**src/rtl/pulse_burst_controller.sv**
```systemverilog
// Programmable burst sequencer: runs `count` pulses of `duration` high cycles every `period` cycles.
// Optional abort input is compiled in when PULSE_CTRL_ABORT_EN is defined.
module pulse_burst_controller #(
    parameter int CNT_W   = 16,
    parameter int BURST_W = 8
) (
    input  logic               clk,
    input  logic               rst,
    input  logic               i_start,
    input  logic [CNT_W-1:0]   i_duration,
    input  logic [CNT_W-1:0]   i_period,
    input  logic [BURST_W-1:0] i_count,
`ifdef PULSE_CTRL_ABORT_EN
    input  logic               i_abort,
`endif
    output logic               o_pulse,
    output logic               o_busy,
    output logic               o_done,
    output logic               o_err,
    output logic [BURST_W-1:0] o_pulse_num
);

    typedef enum logic [1:0] {IDLE, RUN, DONE} state_t;

    state_t               state, state_nxt;
    logic [CNT_W-1:0]     dur_q, per_q, phase, phase_nxt;
    logic [BURST_W-1:0]   cnt_q, pulse_num;
    logic [BURST_W:0]     num_eff;
    logic                 pulse_q, err_q;
    logic                 cfg_bad, phase_end, last_pulse, abort_req;

    assign cfg_bad   = (i_duration == '0) || (i_period == '0) ||
                       (i_duration > i_period) || (i_count == '0);
    assign phase_end = (phase == per_q - CNT_W'(1));
    assign phase_nxt = phase_end ? '0 : phase + CNT_W'(1);
    // A pulse starting this cycle (phase 0) is already counted here, which
    // keeps period==1 bursts terminating on the right cycle.
    assign num_eff    = {1'b0, pulse_num} + (BURST_W+1)'(phase == '0);
    assign last_pulse = (num_eff >= {1'b0, cnt_q});

`ifdef PULSE_CTRL_ABORT_EN
    assign abort_req = i_abort;
`else
    assign abort_req = 1'b0;
`endif

    always_ff @(posedge clk or posedge rst) begin
        if (rst) state <= IDLE;
        else     state <= state_nxt;
    end

    always_comb begin
        state_nxt = state;
        case (state)
            IDLE: if (i_start && !cfg_bad) state_nxt = RUN;
            RUN:  if (abort_req || (phase_end && last_pulse)) state_nxt = DONE;
            DONE: state_nxt = IDLE;
            default: state_nxt = IDLE;
        endcase
    end

    always_ff @(posedge clk or posedge rst) begin
        if (rst) begin
            dur_q     <= '0;
            per_q     <= '0;
            cnt_q     <= '0;
            phase     <= '0;
            pulse_num <= '0;
            pulse_q   <= 1'b0;
            err_q     <= 1'b0;
        end else begin
            err_q   <= 1'b0;
            pulse_q <= 1'b0;
            case (state)
                IDLE: begin
                    if (i_start) begin
                        if (cfg_bad) begin
                            err_q <= 1'b1;
                        end else begin
                            dur_q     <= i_duration;
                            per_q     <= i_period;
                            cnt_q     <= i_count;
                            phase     <= '0;
                            pulse_num <= '0;
                            pulse_q   <= 1'b1;
                        end
                    end
                end
                RUN: begin
                    if (phase == '0 && pulse_num < cnt_q)
                        pulse_num <= pulse_num + BURST_W'(1);
                    if (state_nxt == RUN) begin
                        phase   <= phase_nxt;
                        pulse_q <= (phase_nxt < dur_q);
                    end else begin
                        phase   <= '0;
                    end
                end
                default: ;
            endcase
        end
    end

    assign o_pulse     = pulse_q;
    assign o_busy      = (state == RUN);
    assign o_done      = (state == DONE);
    assign o_err       = err_q;
    assign o_pulse_num = pulse_num;

endmodule
```
**config.mk**
```make
export PLATFORM = sky130hd
export DESIGN_NAME = pulse_burst_controller
export DESIGN_NICKNAME = d
export VERILOG_FILES = /design/src/rtl/pulse_burst_controller.sv
export SDC_FILE = /design/constraint.sdc
export NUM_CORES = 1
export LEC_CHECK = 0
export ABC_AREA = 1
export ABC_CLOCK_PERIOD_IN_PS = 5850
export CORE_MARGIN = 2
export CORE_UTILIZATION = 45
export CTS_BUF_LIST = sky130_fd_sc_hd__clkbuf_4 sky130_fd_sc_hd__clkbuf_8
export DETAILED_ROUTE_END_ITERATION = 8
export GPL_TIMING_DRIVEN = 0
export PLACE_DENSITY = 0.63
export SLEW_MARGIN = 20
export SYNTH_ARGS = -nofsm -noshare
export SYNTH_HDL_FRONTEND = slang
export SYNTH_SLANG_ARGS = --single-unit
```
**constraint.sdc**
```tcl
create_clock -name clk -period 5.85 [get_ports clk]
set_clock_uncertainty 0.1 [all_clocks]
set_input_delay 1.17 -clock clk [delete_from_list [all_inputs] [get_ports clk]]
set_output_delay 1.17 -clock clk [all_outputs]
set_load 0.03 [all_outputs]
```
* Word-level counts from Yosys, hierarchy flattened
Index checks and enable logic that the tools add are counted.
Cells by class: add/sub/neg operators 4, order comparisons 4, equal/unequal tests 7, mux-type cells 19, bitwise logic cells 1, reduce and logical (&&, ||, !) cells 16
Operators by type and width (number):
- $mux 16 | 4
- $logic_not 16->1 | 3
- $pmux 16 s2 | 1
- $mux 8 | 3
- $add 16x1->16 const B | 1
- $eq 16x16->1 | 1
- $gt 16x16->1 | 1
- $lt 16x16->1 | 1
- $pmux 8 s2 | 1
- $sub 16x1->16 const B | 1
- $add 8x1->9 | 1
- $ge 9x8->1 | 1
- $add 8x1->8 const B | 1
- $logic_not 8->1 | 1
- $lt 8x8->1 | 1
- $mux 1 | 6
- $reduce_and 3->1 | 2
- $eq 2x1->1 const B | 2
- $mux 2 | 2
- $ne 2x2->1 const B | 2
- $pmux 2 s2 | 1
- $reduce_and 4->1 | 1
- $logic_and 1x1->1 | 3
- $logic_or 1x1->1 | 3
- 7 further kinds | 7
Word-level totals: bits in registers 68, input port bits 43, output and inout bits 12, word-level logic and storage cells 59

* Logic depth before layout (Yosys ltp)
depth in word-level cells 11, mapped depth 24, mapped depth without buffers 24

* Worst setup path before layout
OpenSTA, ideal clock, no wires.
path kind input port to flip-flop, start input port i_period[15], end register dur_q[15], library setup time 0.133 ns, arrival 2.787 ns, required time 5.617 ns, path slack 2.830 ns, stages on the path 13, path buffers 2, path through inv_1 > ha_1 > nand2_1 > inv_1 > nand3_1 > nor3_1 > nand2_1 > o2111ai_1 > a21oi_1 > nand2_1 > clkbuf_1 > clkbuf_1 > a21oi_1
Between the ends: longest elaborated chain between the ends 6, elaborated cells between the ends (all ways) 7, classes of those cells 1 x order compare; 1 x bitwise; 5 x reduce/logical
RTL lines:
- from (decl) | line 11 | input logic [CNT_W-1:0] i_period,
- branches (longest 2 deep; another with $gt 16x16->1)
- $logic_or 1x1->1 * | line 32 | assign cfg_bad = (i_duration == '0) || (i_period == '0) ||
- $logic_or 1x1->1 * | line 33 | (i_duration > i_period) || (i_count == '0);
- $not 1->1 (no source line) *
- $reduce_and 3->1 (no source line) *
- to (signal assigned) | line 80 | dur_q <= i_duration;
- to (decl) | line 26 | logic [CNT_W-1:0] dur_q, per_q, phase, phase_nxt;
Every way passes the cells marked *. A chain may end at the register's enable or synchronous reset.

* Worst setup path in the final report
start input port i_duration[15], end register dur_q[3]
Between the ends: longest elaborated chain between the ends 6, elaborated cells between the ends (all ways) 7, classes of those cells 1 x order compare; 1 x bitwise; 5 x reduce/logical
RTL lines:
- from (decl) | line 10 | input logic [CNT_W-1:0] i_duration,
- branches (longest 2 deep; another with $gt 16x16->1)
- $logic_or 1x1->1 * | line 32
- $logic_or 1x1->1 * | line 33
- $not 1->1 (no source line) *
- $reduce_and 3->1 (no source line) *
Marked as above.

==> impl_metrics.toml <==
[outcome]
status = "finished clean"

[global_route]
grt_pass1_vias = 4567
grt_pass1_wl_um = 22300
grt_usage = 0.249
grt_max_degree = 57
grt.overflow.total = 0
antenna_found_initial = 0

[floorplanning]
dieWidth_um = 109
dieArea_um2 = 11900
start_util = 0.459
row_count = 38
die_h_um = 109
io_pins = 55
fp.coreArea_um2 = 10800

[cts]
cts_root_buffer = "clkbuf_8"
clkTransAtPathRegs_ns = 0.08
cts_setup_buffers = 0
clkSinkCount = 68
clkLatencyLatePin_ns = 0.38
cts_tree = "yes"
cts_resized = 0
clock_path_buffers = 2
cts_buffers = 9
htree_levels = 3
hold_buffers = 0

[timing]
report.final.hold_viol_count = 0
rsz0062_at_grt = "false"
period_needed_ns = 4.16
setup_violations = 0
fmax_mhz = 240
period_share = 0.712
relSlewSlack = 0.550
maxSlewViolCount = 0
hold_ws_ns = 0.404
finalSetupTns_ns = 0
worst-slew-pin-transition_ns = 0.675

[critical_path]
end_kind = "flop"
cp_cell_sequence = "clkdlybuf4s50_1 -> ha_1 -> nand2_1 -> inv_1 -> nand3_1 -> nor3_1 -> nand2_1 -> o2111ai_1 -> a21oi_1 -> nand2_1 -> clkbuf_1 -> clkbuf_1 -> a21oi_1"
critical_path.top_delay_family = "buffers and inverters"
critical_path_depth = 13
critPathMaxStageDelay_ns = 0.57
required_ns = 5.98
critical_path.max_fanout = 10
cp_slowest_cell = "clkbuf_1"
crit_arrival_ns = 4.29
path_buf_inv = 4
crit_type = "primary input to flop"
r2r_cells = 23
crit_top_cell = "nand2_1"
worstSetupStartpointType = "primary input"

[routing]
avgRoutedWirePerCell_um = 15.8
vias = 4627
route.detailed.drc = 0
ant_nets = 0
wl_um = 13800
drt-initial-drc-count = 263
vias_per_cell = 5.28
drt_pass1_iterations = 5

[placement]
gp_routability_congestion = 0.832
place_area_um2 = 5720
dpl.hpwl_um = 11100
dp_cells = 860
port-buffer-count = 54

[synthesis]
synth_ff_type = "dfrtp_1"
synth_adder_area_share = 0.131
netlist_area_um2 = 4980
yosysTopAreaCell = "dfrtp_1"
synth_xor_area_frac = 0.0422
async_flop_share = 1.00
netlist_top_cells_area = "dfrtp_1, ha_1, nand2_1, inv_1, nor2_1"
synthMuxAreaShare = 0.00226
syn_area_per_cell_um2 = 7.49
synthCells = 665
synth-edff-count = 0
yosys-top-cells-count = "nand2_1, inv_1, dfrtp_1, nor2_1, ha_1"
synth_top_area_frac = 0.342
synth.most_common_cell = "nand2_1"
synth-simple-area-share = 0.275
synth_warnings = 0
synth_top_family_by_area = "simple AND/OR/NAND/NOR gates"
syn-num-nets = 760
ys_ff_latch = 68
synth-compound-area-share = 0.118
ys_seq_area_frac = 0.342
yosysUniqueCellTypes = 40

[pwr]
power.density_nw_per_um2 = 266
peakVddDrop_v = 0.000186
power.leakage_nw = 3.05

[worst_hold_path]
hold_depth = 2
hold_path.class = "flop to flop"

[layout]
final_core_util = 0.549
drive_gt1_frac = 0.0747
layout.nets = 826
area_delta_synth_final_pct = 19.5
antenna_cells = 0
design_area_um2 = 5950
final_cells = 876

[run]
max_cap_viol_count = 0
stage by stage:
step / setup WS, ns / total power, mW
final: 1.69 / 1.58
after global routing: 1.39 / 1.70
after CTS: 1.73 / 1.59
after detailed placement: 1.34 / 1.14
after global placement: 1.33 / 1.12
after floorplan: 2.83 / 0.965
per-layer routing:
layer	vias to the layer above	GRT usage	share of wire	wire length [um]
met3	19	0.0514	0.044	604
met5	-	0	0	0
li1	2323	-	-	-
met2	99	0.444	0.51	7100
met4	0	0.0759	0.019	261
met1	2186	0.301	0.42	5860
cell usage in the layout (no fill, tap or decap), types with 2 or more instances in the layout:
cell,synthesis,final
a211oi_1,5,5
a21oi_1,41,41
a31oi_1,2,2
buf_2,6,6
bufinv_16,0,2
clkbuf_1,8,8
clkbuf_8,0,9
clkdlybuf4s50_1,0,54
clkinv_4,0,3
clkinvlp_4,0,2
dfrtp_1,68,68
ha_1,52,52
inv_1,96,95
inv_2,5,5
nand2_1,131,131
nand2_2,5,5
nand3_1,37,37
nand4_1,14,14
nor2_1,68,68
nor2_2,7,7
nor2_4,3,3
nor3_1,7,7
nor3_2,2,2
nor3b_1,3,3
nor4_1,12,12
o211ai_1,2,2
o21ai_0,41,41
o21ai_1,5,5
o21bai_1,2,2
o22ai_1,5,5
or2_2,2,2
xnor2_1,3,3
xor2_1,21,21
logic make-up (layout without fill, tap and decap cells):
group / after synthesis / count (layout)
compound gates: 108 / 108
simple gates: 296 / 296
buf+inv: 116 / 187
fa+ha+maj: 52 / 52
flops: 68 / 68
xor+xnor: 24 / 24
mux: 1 / 1
path summary, 6_finish.rpt:
kind | to | slack, ns | start
worst max register to register | o_pulse$_DFF_PP0_ | 2.11 | phase[1]$_DFFE_PP0P_
worst min register to register | cnt_q[2]$_DFFE_PP0P_ | 0.40 | cnt_q[2]$_DFFE_PP0P_
min in group asynchronous | cnt_q[4]$_DFFE_PP0P_ | 0.96 | rst
max in group asynchronous | per_q[9]$_DFFE_PP0P_ | 4.14 | rst
worst max-delay path | dur_q[3]$_DFFE_PP0P_ | 1.69 | i_duration[15]
worst min-delay path | cnt_q[2]$_DFFE_PP0P_ | 0.40 | cnt_q[2]$_DFFE_PP0P_
worst reg2reg max path: stages, from the launching register on:
cell      delay (ns)
dfrtp_1         0.43
inv_1           0.13
ha_1            0.21
nand4_1         0.10
nor4_1          0.19
nand4_1         0.20
inv_1           0.10
ha_1            0.17
ha_1            0.21
xor2_1          0.21
ha_1            0.29
a21oi_1         0.13
o211ai_1        0.11
nand3_1         0.09
nand2_1         0.06
nand3_1         0.07
nand2_1         0.05
nand2_1         0.06
o31ai_1         0.06
o21ai_1         0.16
nand2_1         0.10
a211oi_1        0.26
nand2_1         0.10
nand2_1         0.06
area by class of cell:
type	count	area, um^2
fill	1043	4890
clock inverter	7	101
inverter	101	382
multi-input combinational	481	2830
tap	140	175
clock buffer	9	124
buffer	15	67.6
sequential	68	1700
timing repair buffer	55	568
power breakdown:
group,switching [mW],leakage [nW],total (mW),internal [mW]
combinational,0.323,2.13,0.543,0.219
clock,0.203,0.106,0.445,0.242
sequential,0.0683,0.814,0.593,0.525
total,0.595,3.05,1.58,0.986
registers in the layout, summed over array words and instances (netlist names):
signal,flops
cnt_q,8
dur_q,16
o_err,1
o_pulse,1
o_pulse_num,8
per_q,16
phase,16
state,2
Power figures use the tool's default switching activity.
